==> src/rtl/full_adder_pkg.sv <==
// Shared constants for the ripple-carry adder.
// The chain is one node longer than the operand to hold the carry-out.
package full_adder_pkg;

  localparam int unsigned FA_MAX_WIDTH = 64;

  function automatic int unsigned chain_len(input int unsigned w);
    return w + 1;
  endfunction

endpackage

==> src/rtl/full_adder_fa_cell.sv <==
// Single-bit full adder cell; purely combinational.
// Chained by full_adder to form the ripple carry.
module fa_cell (
  input  logic a,
  input  logic b,
  input  logic cin,
  output logic sum,
  output logic cout
);

  logic p;

  assign p    = a ^ b;
  assign sum  = p ^ cin;
  assign cout = (a & b) | (cin & p);

endmodule

==> src/rtl/full_adder.sv <==
// Registered ripple-carry adder, one-cycle latency.
// Results hold while in_valid is low; out_valid pulses per operation.
module full_adder
  import full_adder_pkg::*;
#(
  parameter int WIDTH = 1
) (
  input  logic             clk,
  input  logic             rst,
  input  logic [WIDTH-1:0] a,
  input  logic [WIDTH-1:0] b,
  input  logic             cin,
  input  logic             in_valid,
  output logic [WIDTH-1:0] sum,
  output logic             cout,
  output logic             out_valid
);

  localparam int unsigned CL = chain_len(WIDTH);

  logic [CL-1:0]    c;
  logic [WIDTH-1:0] s;

  assign c[0] = cin;

  for (genvar i = 0; i < WIDTH; i++) begin : g_cell
    fa_cell u_cell (
      .a   (a[i]),
      .b   (b[i]),
      .cin (c[i]),
      .sum (s[i]),
      .cout(c[i+1])
    );
  end

  // Reset wins over a same-cycle operation, which is dropped.
  always_ff @(posedge clk) begin
    if (rst) begin
      sum       <= '0;
      cout      <= 1'b0;
      out_valid <= 1'b0;
    end else begin
      out_valid <= in_valid;
      if (in_valid) begin
        sum  <= s;
        cout <= c[WIDTH];
      end
    end
  end

endmodule

==> config.mk <==
export PLATFORM = sky130hd
export DESIGN_NAME = full_adder
export DESIGN_NICKNAME = d
export VERILOG_FILES = /design/src/rtl/full_adder_pkg.sv /design/src/rtl/full_adder_fa_cell.sv /design/src/rtl/full_adder.sv
export SDC_FILE = /design/constraint.sdc
export NUM_CORES = 1
export LEC_CHECK = 0
export CAP_MARGIN = 30
export CORE_AREA = 4 4 41 43
export DETAILED_ROUTE_END_ITERATION = 7
export DIE_AREA = 0 0 45 47
export MAX_ROUTING_LAYER = met4
export SYNTH_ARGS = -nofsm -noshare
export SYNTH_HDL_FRONTEND = slang
export SYNTH_SLANG_ARGS = --single-unit
==> constraint.sdc <==
create_clock -name clk -period 1 [get_ports clk]
set_input_delay 0.2 -clock clk [delete_from_list [all_inputs] [get_ports clk]]
set_output_delay 0.2 -clock clk [all_outputs]
set_load 0.05 [all_outputs]
==> results.cfg <==
[clock_tree]
clock_sinks = 3
cts_setup_buffers = 0
clk_latency_ns = 0.23
cts_htree_levels = 1
path_clk_slew_ns = 0.04
cts-root-buf = clkbuf_4
cts_buffers = 3
cts_tree = built
cts.path.max_buffers = 2

[floorplanning]
row_count = 13
initial_core_util = 0.0875
num_io_pins = 9
die-area_sq_mm = 0.00212
die_x_um = 45
chipHeight_um = 47
fp.coreArea_sq_mm = 0.00130

[logic_synthesis]
synthCells = 9
synthDistinctLibCells = 5
synth_common_cells = dfxtp_1, mux2i_1, nor2_1
synth-seq-cells = 3
synth_warnings = 0
yosysMostFrequentCell = dfxtp_1
yosys-top-cells-area = dfxtp_1, fa_1, mux2i_1, nor2_1, nor2b_1
synth_area_per_cell_sq_um = 12.7
synth_top_area_frac = 0.527
synth_edf_count = 0
synthesis.area_sq_um = 114
synth_area_leader_cell = dfxtp_1
synthArstFlopShare = 0
syn_nets = 16
ys_seq_area_frac = 0.527
synth_ff_type = dfxtp_1

[worst_hold_path]
hold_end = sum$_SDFFE_PP0P_
worstHoldStart = a
hold_class = primary input to register
min_path_cells = 4

[setup_path]
path_cells = buf_12
worstPathArrival_ns = 0.75
critPathKind = register to output pin
end_kind = output pin
rr_startpoint = cout$_SDFFE_PP0P_
worstSetupStartpointType = register
r2r_end = cout$_SDFFE_PP0P_
crit_fanout = 2
r2r_setup_slack_ns = 0.38
max_stage_delay_ns = 0.36
cp.required_ns = 0.80
crit_buf_inv = 1
crit_family = flip-flops
slowest_stage = dfxtp_1
r2r_cells = 2

[sta]
max_freq_mhz = 1060
setup_violations = 0
grt_setup_unrepaired = false
fin_ws_ns = 0.0534
maxSlewViolCount = 0
fin_crit_sh = 0.947
finalCriticalPeriod_ns = 0.947
hold_viol = 0
clock_skew_ns = 0
relSlewSlack = 0.920
tightestPinTransition_ns = 0.117

[place]
dp_slack_ns = -0.440
postPlaceCellArea_sq_um = 243
portBuffers = 8
gp_congestion = 0.655

[global_routing]
grt_pass1_vias = 113
grt.total_usage = 0.0465
grt_max_degree = 4
gr-total-overflow = 0
grt_antenna_before_repair = 0
grt_pass1_wl_um = 503

[job]
maxCapViolations = 0

[power]
ir_worst_vdd_mv = 0.688
p_leak_nw = 0.113
p_per_area_mw_per_mm2 = 1700

[detailed_routing]
drt_iter0_markers = 0
vias = 101
wl_per_cell_um = 8.67
antenna_left = 0
drt_drc_violations_left = 0
drtPass1Iterations = 1
via_per_inst = 2.81
routed_wl_um = 312

[layout]
diodes = 0
areaGrowthSynthToFinish_pct = 136
fin_util = 0.207
fin_nets = 29
post-route-cell-area_sq_um = 269
drive_gt1_frac = 0.333

[run_status]
status = finished clean
state kept, by name (all words and copies together) (netlist names):
name / count
cout: 1
out_valid: 1
sum: 1
power breakdown:
part / switching, mW / internal, mW
sequential: 0.00819 / 0.130
clock: 0.0648 / 0.150
combinational: 0.0479 / 0.0560
cell type report:
class	instances	area, sq um
clock buffer	4	26.3
multi-input combinational	6	53.8
sequential	3	61.3
timing repair buffer	8	109
tap	15	18.8
fill	143	1030
layer usage:
metal	GRT usage	vias up	part of all wire
met1	0.0456	38	0.50
met3	0.0728	0	0.26
li1	-	52	-
met4	0.0351	0	0
met2	0.0339	11	0.23
met5	-	-	0
per-stage QoR:
stage	setup TNS (ns)	hold WS, ns	power (mW)	instances
6_report	0	0.510	0.457	36
5_1_grt	0	0.551	0.504	36
4_1_cts	0	0.496	0.468	36
3_5_place_dp	-0.815	0.556	0.248	32
3_3_place_gp	-0.775	0.541	0.246	32
2_1_floorplan	0	0.272	0.179	9
kinds of logic (layout without fill, tap and decap cells):
| family | after synthesis | count (layout) | share of synthesized area |
|---|---|---|---|
| adders and majority gates | 1 | 1 | 0.176 |
| buffers and inverters | 0 | 12 | 0 |
| DFF | 3 | 3 | 0.527 |
| muxes | 2 | 2 | 0.176 |
| and+or+nand+nor | 3 | 3 | 0.121 |
how the worst max path moves through the flow:
stage                            startpoint               end  slack, ns  cells after the start
after global routing                      b  sum$_SDFFE_PP0P_      0.002                      4
final                     cout$_SDFFE_PP0P_              cout       0.05                      1
after detailed placement                  b  sum$_SDFFE_PP0P_      -0.44                      4
after CTS                  sum$_SDFFE_PP0P_               sum       0.02                      1
after floorplan                           a  sum$_SDFFE_PP0P_       0.06                      3
after global placement                    b  sum$_SDFFE_PP0P_      -0.42                      4
cells in the final DEF (no fill, tap or decap):
| cell | netlist | final |
|---|---|---|
| buf_12 | 0 | 3 |
| dlygate4sd2_1 | 0 | 1 |
| nor2_1 | 2 | 2 |
| fa_1 | 1 | 1 |
| dfxtp_1 | 3 | 2 |
| clkbuf_4 | 0 | 3 |
| mux2i_1 | 2 | 2 |
| clkbuf_1 | 0 | 1 |
| nor2b_1 | 1 | 1 |
| dfxtp_2 | 0 | 1 |
| clkdlybuf4s50_1 | 0 | 2 |
| clkdlybuf4s15_1 | 0 | 2 |
timing repair:
item | in CTS | in global routing
hold buffers | 0 | 0
setup endpoints to repair | 2 | 2
pin swaps | 1 | 2
resized for setup | 3 | 3
Power figures use the tool's default switching activity.
